**config.mk**
```make
export PLATFORM = sky130hd
export DESIGN_NAME = rx_img_loader_flat
export DESIGN_NICKNAME = d
export VERILOG_FILES = /design/src/rtl/rx_img_loader_if.sv /design/src/rtl/rx_img_loader.sv /design/src/flat_wrapper.sv
export SDC_FILE = /design/constraint.sdc
export NUM_CORES = 1
export LEC_CHECK = 0
export ABC_AREA = 1
export BUFFER_PORTS_ARGS = -buffer_cell sky130_fd_sc_hd__buf_4
export CORE_MARGIN = 2
export CORE_UTILIZATION = 35
export DETAILED_ROUTE_END_ITERATION = 10
export GPL_TIMING_DRIVEN = 0
export PLACE_DENSITY = 0.63
export SYNTH_ARGS = -nofsm -noshare
export SYNTH_HDL_FRONTEND = slang
export SYNTH_SLANG_ARGS = --single-unit
```
**constraint.sdc**
```tcl
create_clock -name clk -period 3.9 [get_ports clk]
set_input_delay 0.39 -clock clk [delete_from_list [all_inputs] [get_ports clk]]
set_output_delay 0.39 -clock clk [all_outputs]
set_load 0.02 [all_outputs]
```
**src/rtl/rx_img_loader_if.sv**
```systemverilog
// Bundle of the rx_img_loader handshake and RAM-write signals.
//   master : the loader side (takes the UART byte and ack, drives RAM writes and status)
//   slave  : the environment side (UART receiver, pixel RAM, image consumer)
// Signals:
//   rx_rdy   - one-cycle pulse, rx_data valid
//   rx_data  - received byte, bit 0 is the earliest pixel
//   img_ack  - consumer finished with the stored image
//   ram_we   - pixel RAM write strobe
//   ram_addr - pixel RAM write address
//   ram_din  - pixel value written
//   img_done - level high while a complete image is held
//   overrun  - sticky flag for a dropped byte
interface rx_img_loader_if #(
  parameter int ADDR_W = 10
) ();
  logic              rx_rdy;
  logic [7:0]        rx_data;
  logic              img_ack;
  logic              ram_we;
  logic [ADDR_W-1:0] ram_addr;
  logic              ram_din;
  logic              img_done;
  logic              overrun;

  modport master (
    input  rx_rdy, rx_data, img_ack,
    output ram_we, ram_addr, ram_din, img_done, overrun
  );

  modport slave (
    output rx_rdy, rx_data, img_ack,
    input  ram_we, ram_addr, ram_din, img_done, overrun
  );
endinterface

```
**src/rtl/rx_img_loader.sv**
```systemverilog
// Unpacks UART bytes into a 1-bit-per-pixel image RAM, LSB first, one pixel
// per clock. Holds the image (img_done) until the consumer acks it.
// Ports:
//   clk   - system clock, rising edge
//   rst_n - asynchronous active-low reset
//   bus   - rx_img_loader_if master modport (byte in, ack in, RAM write and status out)
//
// state  | meaning
// IDLE   | waiting for a byte from the UART
// UNPACK | writing the 8 bits of the captured byte, one per cycle
// FULL   | complete image held, waiting for img_ack
module rx_img_loader #(
  parameter int NUM_PIXELS = 784,
  parameter int ADDR_W     = 10
) (
  input logic              clk,
  input logic              rst_n,
  rx_img_loader_if.master  bus
);

  typedef enum logic [1:0] {
    IDLE   = 2'd0,
    UNPACK = 2'd1,
    FULL   = 2'd2
  } state_t;

  localparam logic [ADDR_W-1:0] LAST_PIX = ADDR_W'(NUM_PIXELS - 1);

  state_t            state_q, state_d;
  logic [7:0]        shift_q, shift_d;
  logic [2:0]        bit_cnt_q, bit_cnt_d;
  logic [ADDR_W-1:0] pix_cnt_q, pix_cnt_d;
  logic              overrun_q, overrun_d;
  logic              ram_we_q, ram_we_d;
  logic              img_done_q, img_done_d;

  always_comb begin
    state_d   = state_q;
    shift_d   = shift_q;
    bit_cnt_d = bit_cnt_q;
    pix_cnt_d = pix_cnt_q;
    overrun_d = overrun_q;

    case (state_q)
      IDLE: begin
        if (bus.rx_rdy) begin
          shift_d   = bus.rx_data;
          bit_cnt_d = 3'd0;
          state_d   = UNPACK;
        end
      end
      UNPACK: begin
        shift_d   = {1'b0, shift_q[7:1]};
        bit_cnt_d = bit_cnt_q + 3'd1;
        if (bit_cnt_q == 3'd7) begin
          // Counter parks on the last address instead of wrapping.
          if (pix_cnt_q == LAST_PIX) begin
            state_d = FULL;
          end else begin
            pix_cnt_d = pix_cnt_q + 1'b1;
            state_d   = IDLE;
          end
        end else begin
          pix_cnt_d = pix_cnt_q + 1'b1;
        end
        if (bus.rx_rdy) overrun_d = 1'b1;
      end
      FULL: begin
        if (bus.img_ack) begin
          pix_cnt_d = '0;
          overrun_d = 1'b0;
          state_d   = IDLE;
        end
        // A byte arriving with the ack is still a drop: set wins over clear.
        if (bus.rx_rdy) overrun_d = 1'b1;
      end
      default: state_d = IDLE;
    endcase

    ram_we_d   = (state_d == UNPACK);
    img_done_d = (state_d == FULL);
  end

  always_ff @(posedge clk or negedge rst_n) begin
    if (!rst_n) begin
      state_q    <= IDLE;
      shift_q    <= 8'h00;
      bit_cnt_q  <= 3'd0;
      pix_cnt_q  <= '0;
      overrun_q  <= 1'b0;
      ram_we_q   <= 1'b0;
      img_done_q <= 1'b0;
    end else begin
      state_q    <= state_d;
      shift_q    <= shift_d;
      bit_cnt_q  <= bit_cnt_d;
      pix_cnt_q  <= pix_cnt_d;
      overrun_q  <= overrun_d;
      ram_we_q   <= ram_we_d;
      img_done_q <= img_done_d;
    end
  end

  assign bus.ram_we   = ram_we_q;
  assign bus.ram_addr = pix_cnt_q;
  assign bus.ram_din  = shift_q[0];
  assign bus.img_done = img_done_q;
  assign bus.overrun  = overrun_q;

endmodule

```
**src/flat_wrapper.sv**
```systemverilog
// flat-port wrapper written by rule: the top's interface ports become plain ports
module rx_img_loader_flat 
#(
  parameter int NUM_PIXELS = 784,
  parameter int ADDR_W     = 10
)
  (clk, rst_n, bus_rx_rdy, bus_rx_data, bus_img_ack, bus_ram_we, bus_ram_addr, bus_ram_din, bus_img_done, bus_overrun);
  rx_img_loader_if #(.ADDR_W(ADDR_W)) bus_i ();
  input logic clk;
  input logic rst_n;
  input wire logic [$bits(bus_i.rx_rdy)-1:0] bus_rx_rdy;
  input wire logic [$bits(bus_i.rx_data)-1:0] bus_rx_data;
  input wire logic [$bits(bus_i.img_ack)-1:0] bus_img_ack;
  output wire logic [$bits(bus_i.ram_we)-1:0] bus_ram_we;
  output wire logic [$bits(bus_i.ram_addr)-1:0] bus_ram_addr;
  output wire logic [$bits(bus_i.ram_din)-1:0] bus_ram_din;
  output wire logic [$bits(bus_i.img_done)-1:0] bus_img_done;
  output wire logic [$bits(bus_i.overrun)-1:0] bus_overrun;
  assign bus_i.rx_rdy = bus_rx_rdy;
  assign bus_i.rx_data = bus_rx_data;
  assign bus_i.img_ack = bus_img_ack;
  assign bus_ram_we = bus_i.ram_we;
  assign bus_ram_addr = bus_i.ram_addr;
  assign bus_ram_din = bus_i.ram_din;
  assign bus_img_done = bus_i.img_done;
  assign bus_overrun = bus_i.overrun;
  rx_img_loader #(.NUM_PIXELS(NUM_PIXELS), .ADDR_W(ADDR_W)) u_core (.clk(clk), .rst_n(rst_n), .bus(bus_i));
endmodule
```
==> flow_metrics.tcl, run 1 <==
set metrics [dict create \
    syn2layout_area_growth_pct 21.5 \
    crit_arrival_ps 1820 \
    drive_above_1_share 0.248 \
    vdd_drop_max_uv 352 \
    syn-num-nets 200 \
    hold_viol 0 \
    hold_buffers 0 \
    syn_inst 181 \
    first_iter_violations 71 \
    final_area_sq_mm 0.00182 \
    cp_slowest_stage_delay_ps 430 \
    synthTopCellsByCount "nand2_1 (53), dfrtp_1 (26), inv_1 (20), nor2_1 (16), nand3_1 (11)" \
    outcome "complete, no violations" \
    port_buffers 25 \
    period_needed_ps 1650 \
    timing.setup.tns_ps 0 \
    grt_start_max_net_pins 27 \
    synth_top_family_by_area "simple AND/OR/NAND/NOR gates" \
    fp.dieH_um 69.3 \
    fin_crit_sh 0.423 \
    routabilityCongestion 0.774 \
    n_antenna_cell 0 \
    placed_cell_area_sq_mm 0.00174 \
    worstSkewPairLatency_ps 280 \
    synth-simple-area-share 0.303 \
    critPathMaxFanout 10 \
    wl_um 2960 \
    core_sq_mm 0.00406 \
    rsz0062_at_grt "false" \
    grt-ovfl-total 0 \
    fmax_ghz 0.606 \
    yosysTopAreaCellShare 0.436 \
    grt_pass1_vias 1160 \
    critPathKind "flip-flop to flip-flop" \
    route.detailed.drc 0 \
    ys_seq_area_frac 0.436 \
    slew_viol_final 0 \
    grt_pass1_wl_um 5320 \
    max_slew_margin 0.772 \
    die_width_um 69.3 \
    crit_buf_inv 4 \
    start_util 0.368 \
    synthArstFlopShare 1.00 \
    ys_warn_count 0 \
    worstSetupStartpointType "flip-flop" \
    ys_ff_latch 26 \
    final_antenna_net_count 0 \
    crit_chain "inv_1, ha_1, inv_1, buf_2, o21ai_4, buf_4, a31oi_1" \
    path_common_cell "inv_1" \
    ctsResizeCount 0 \
    syn-cell-area_sq_mm 0.00149 \
    yosys.area_share.adder 0.0586 \
    vias_per_cell 4.78 \
    critPathSlowestCell "dfrtp_1" \
    cts_buffer_depth 2 \
    htreeDepth 1 \
    cp-end-kind "flip-flop" \
    hold_class "input port to asynchronous set/reset pin" \
    die_area_sq_mm 0.00481 \
    crit_required_ps 4060 \
    synth-edff-count 0 \
    yosysMostFrequentCell "nand2_1" \
    fin_skew_ps 5.38 \
    multiInputGateArea_sq_um 721 \
    wl_per_cell_um 11.4 \
    clkSlewWorstSetupHoldPaths_ps 100 \
    num_io_pins 26 \
    cts_buffers 3 \
    synth_flop_cell "dfrtp_1" \
    fill_cells 415 \
    leakage_nw 0.883 \
    power.density_mw_per_mm2 736 \
    cap_violations 0 \
    synthXorXnorAreaFrac 0 \
    tightest_slew_ps 341 \
    critPathTopFamily "buffers and inverters" \
    regToRegSetupSlack_ps 2250 \
    tritoncts "done" \
    vias 1243 \
    finalSetupViolCount 0 \
    rows 23 \
    ff_latch_area_sq_um 651 \
    nets 230 \
    grt_antenna_before_repair 0 \
    synth_top_area_cell "dfrtp_1" \
    synth-compound-area-share 0.121 \
    dr.pass1.iters 4 \
    synthMuxAreaShare 0 \
    clkSinkCount 26 \
    synth.distinct_cells 28 \
    grtUsageTotal 0.135 \
    clockRootBuffer "clkbuf_8" \
    hpwl_um 2230 \
    post_cts_buffers 0 \
    syn_area_per_cell_sq_um 8.25 \
    synth.area.top_cells "dfrtp_1 (44%), nand2_1 (13%), ha_1 (5.9%)" \
]
==> worst paths after layout <==
check	start	to	cells past startpoint
worst min-delay path	rst_n	u_core.bus.ram_addr[2]$_DFFE_PN0P_	1
worst max-delay path	u_core.state_q[1]$_DFF_PN0_	u_core.shift_q[6]$_DFFE_PN0P_	7
worst max register to register	u_core.state_q[1]$_DFF_PN0_	u_core.shift_q[6]$_DFFE_PN0P_	7
worst min register to register	u_core.bit_cnt_q[0]$_DFFE_PN0P_	u_core.bit_cnt_q[0]$_DFFE_PN0P_	1
min in group clk	bus_rx_data[7]	u_core.shift_q[7]$_DFFE_PN0P_	3
max in group asynchronous	rst_n	u_core.shift_q[7]$_DFFE_PN0P_	1
==> power by group <==
part | internal (mW) | switching (mW)
registers | 0.375 | 0.0890
clock network | 0.137 | 0.0906
logic | 0.263 | 0.382
==> area by class of cell <==
type                            instances  share of cell area
Inverter                               21              0.0434
Buffer                                  4              0.0241
Sequential cell                        26               0.358
Clock buffer                            3              0.0227
Timing Repair Buffer                   25               0.103
Tap cell                               50              0.0345
Clock inverter                          1              0.0165
Multi-Input combinational cell        130               0.397
==> routing by layer <==
metal | share of wire | track usage
met5 | 0 | 0
met4 | 0.014 | 0.0523
met3 | 0.045 | 0.0247
met2 | 0.47 | 0.218
met1 | 0.47 | 0.180
==> registers in the layout (all words and copies together), names as in the netlist <==
| name | cells |
|---|---|
| u_core.bit_cnt_q | 3 |
| u_core.bus.overrun | 1 |
| u_core.bus.ram_we | 1 |
| u_core.state_q | 2 |
| u_core.bus.ram_addr | 10 |
| u_core.bus.img_done | 1 |
| u_core.shift_q | 8 |
==> stage by stage <==
| stage | hold slack, ps | power (mW) | utilization | cells | setup slack, ps |
|---|---|---|---|---|---|
| 6_report | 8.84 | 1.34 | 0.447 | 260 | 2250 |
| 2_1_floorplan | 94.4 | 0.932 | - | 181 | 2410 |
| 3_3_place_gp | 324 | 1.12 | 0.430 | 256 | 2270 |
| 4_1_cts | 17.0 | 1.35 | 0.447 | 260 | 2240 |
| 3_5_place_dp | 323 | 1.12 | 0.430 | 256 | 2250 |
| 5_1_grt | 20.9 | 1.46 | 0.447 | 260 | 2130 |
==> kinds of logic (layout without fill, tap and decap cells) <==
group,Yosys count,in the layout
AND/OR/NAND/NOR,96,96
AO/OA/AOI/OAI,27,27
flip-flops,26,26
buffers and inverters,25,54
adder cells (fa/ha/maj),7,7
==> placed cells by master (no fill, tap or decap), drive strengths merged <==
master   n
a21oi    2
a31oi    7
buf     29
bufinv   1
clkbuf   3
dfrtp   26
ha       7
inv     21
nand2   58
nand3   13
nand3b   2
nand4    1
nor2    19
nor3     1
o21ai   17
o31ai    1
or2      2
Note: power is estimated with default switching activity, not from simulation.
==> run 2: changes to the inputs <==
Settings changed: ABC_AREA 1 to 0, PLACE_DENSITY 0.63 to 0.64.
Clock period 3.9 ns to 1.7 ns, I/O delays scaled along.
==> run 2 against run 1 <==
  * The flow now finishes with violations (negative setup slack)
  * Clock-buffer cell count grew 1
  * Total power up 130%
  * Final area is 0.28% higher
  * Clock power is 74% higher
==> flow_metrics.tcl, run 2 <==
set metrics [dict create \
    yosysMostFrequentCell "dfrtp_1" \
    critPathKind "flip-flop to flip-flop" \
    most-common-layout-cells "buf_4 (35), dfrtp_1 (20), o22ai_1 (17)" \
    timing.setup.tns_ps -178 \
    vias 1212 \
    vias_per_cell 5.51 \
    power.density_mw_per_mm2 1680 \
    rsz0062_at_grt "true" \
    first_iter_violations 67 \
    clkSinkCount 26 \
    final_common_cell "buf_4" \
    n_antenna_cell 0 \
    critPathMaxFanout 7 \
    drive_above_1_share 0.378 \
    routabilityCongestion 0.862 \
    max_slew_margin 0.709 \
    clkSlewWorstSetupHoldPaths_ps 90 \
    syn-num-nets 152 \
    worstSkewPairLatency_ps 270 \
    grt_start_max_net_pins 27 \
    grt_antenna_before_repair 0 \
    hold_viol 0 \
    synth.distinct_cells 32 \
    syn2layout_area_growth_pct 34.5 \
    core_sq_mm 0.00369 \
    die_width_um 66.2 \
    dr.pass1.iters 4 \
    cts_buffer_depth 2 \
    ys_warn_count 0 \
    final_util 0.494 \
    stdcell_count 220 \
    wl_per_cell_um 15.0 \
    clockRootBuffer "clkbuf_8" \
    cap_violations 0 \
    worstSetupStartpointType "flip-flop" \
    ys_ff_latch 26 \
    synth_top_area_cell "dfrtp_1" \
    synth_flop_cell "dfrtp_1" \
    synthTopCellsByCount "dfrtp_1 (26), o22ai_1 (17), a21oi_1 (9), o21ai_0 (9)" \
    dp.cells 206 \
    vdd_drop_max_uv 781 \
    tightest_slew_ps 436 \
    grt_pass1_vias 1219 \
    leakage_nw 0.766 \
    final_antenna_net_count 0 \
    placed_cell_area_sq_mm 0.00162 \
    failed_checks "negative setup slack" \
    syn_inst 133 \
    fin_ws_ps -77.6 \
    cts_buffers 3 \
    syn_area_per_cell_sq_um 10.2 \
    synth-edff-count 0 \
    rows 22 \
    fin_crit_sh 1.05 \
    hpwl_um 2300 \
    grt-ovfl-total 0 \
    wl_um 3310 \
    hold_class "input port to flip-flop" \
    grt_pass1_wl_um 5470 \
    syn-cell-area_sq_mm 0.00135 \
    finalPower_mw 3.06 \
    crit_arrival_ps 1930 \
    cp-end-kind "flip-flop" \
    largest_reg_flops 10 \
    route.detailed.drc 0 \
    start_util 0.367 \
    ys_seq_area_frac 0.481 \
    yosysTopAreaCellShare 0.481 \
    outcome "finished, violations left" \
    fmax_ghz 0.563 \
    period_needed_ps 1780 \
    fin_skew_ps 5.44 \
    nets 192 \
    port_buffers 25 \
    synth.area.top_cells "dfrtp_1 (48%), o22ai_1 (7.9%), ha_1 (6.5%)" \
    htreeDepth 1 \
    grtUsageTotal 0.161 \
    tritoncts "done" \
    synthArstFlopShare 1.00 \
    num_io_pins 26 \
    crit_required_ps 1850 \
    fp.dieH_um 66.2 \
    slew_viol_final 0 \
    final_area_sq_mm 0.00182 \
    die_area_sq_mm 0.00438 \
    finalSetupViolCount 3 \
]
-- run 2: path summary, 6_finish.rpt --
check                      slack [ps]                               start  cells past startpoint                                 end
min in group asynchronous         340                               rst_n                      2  u_core.bus.ram_addr[8]$_DFFE_PN0P_
max reg2reg                       -80  u_core.bus.ram_addr[7]$_DFFE_PN0P_                      5  u_core.bus.ram_addr[5]$_DFFE_PN0P_
max in group asynchronous        1080                               rst_n                      2         u_core.state_q[0]$_DFF_PN0_
min                               190                          bus_rx_rdy                      3      u_core.bus.overrun$_DFFE_PN0P_
min reg2reg                       570      u_core.bus.overrun$_DFFE_PN0P_                      2      u_core.bus.overrun$_DFFE_PN0P_
max                               -80  u_core.bus.ram_addr[7]$_DFFE_PN0P_                      5  u_core.bus.ram_addr[5]$_DFFE_PN0P_
-- run 2: cell families (layout without fill, tap and decap cells) --
| group | count (synthesis) | after routing | synth area share |
|---|---|---|---|
| flip-flops | 26 | 26 | 0.481 |
| AO/OA/AOI/OAI | 49 | 49 | 0.248 |
| AND/OR/NAND/NOR | 37 | 37 | 0.149 |
| adder cells (fa/ha/maj) | 7 | 7 | 0.0647 |
| multiplexers | 4 | 4 | 0.0305 |
| buffers and inverters | 10 | 49 | 0.0277 |
-- run 2: final cells by class --
type / count / area (sq um)
Timing Repair Buffer: 36 / 273
Buffer: 3 / 16.3
Sequential cell: 26 / 658
Tap cell: 48 / 60.1
Clock buffer: 4 / 55.1
Fill cell: 348 / 1870
Multi-Input combinational cell: 97 / 734
Inverter: 6 / 23.8
-- run 2: what timing repair did --
item	in CTS	in global routing
gates resized for setup	2	19
pin swaps	3	4
buffers inserted	4	6
endpoints found under the setup margin	11	23
hold buffers	1	0
hold endpoints to repair	26	0
-- run 2: stage by stage --
step	setup slack [ps]	hold WS, ps
5_1_grt	-165	189
6_report	-77.6	185
4_1_cts	-66.0	187
3_3_place_gp	-90.5	93.8
3_5_place_dp	-120	99.0
2_1_floorplan	10.6	-126
-- run 2: critical path: stages (launching register included) --
cell and delay [ps]:
dfrtp_2 450, or4b_4 560, o31ai_4 270, or2b_4 200
buf_4 120, o41ai_2 50
-- run 2: power breakdown --
group          switching (mW)  internal, mW
logic                   0.827         0.723
clock network           0.190         0.207
registers               0.246         0.865
total                    1.26          1.80
-- run 2: routing by layer --
metal / vias up / routed length [um] / global-route usage
met4: 0 / 33 / 0.0281
met3: 4 / 204 / 0.0477
met2: 38 / 1690 / 0.290
li1: 587 / - / -
met1: 583 / 1380 / 0.191
met5: - / 0 / 0
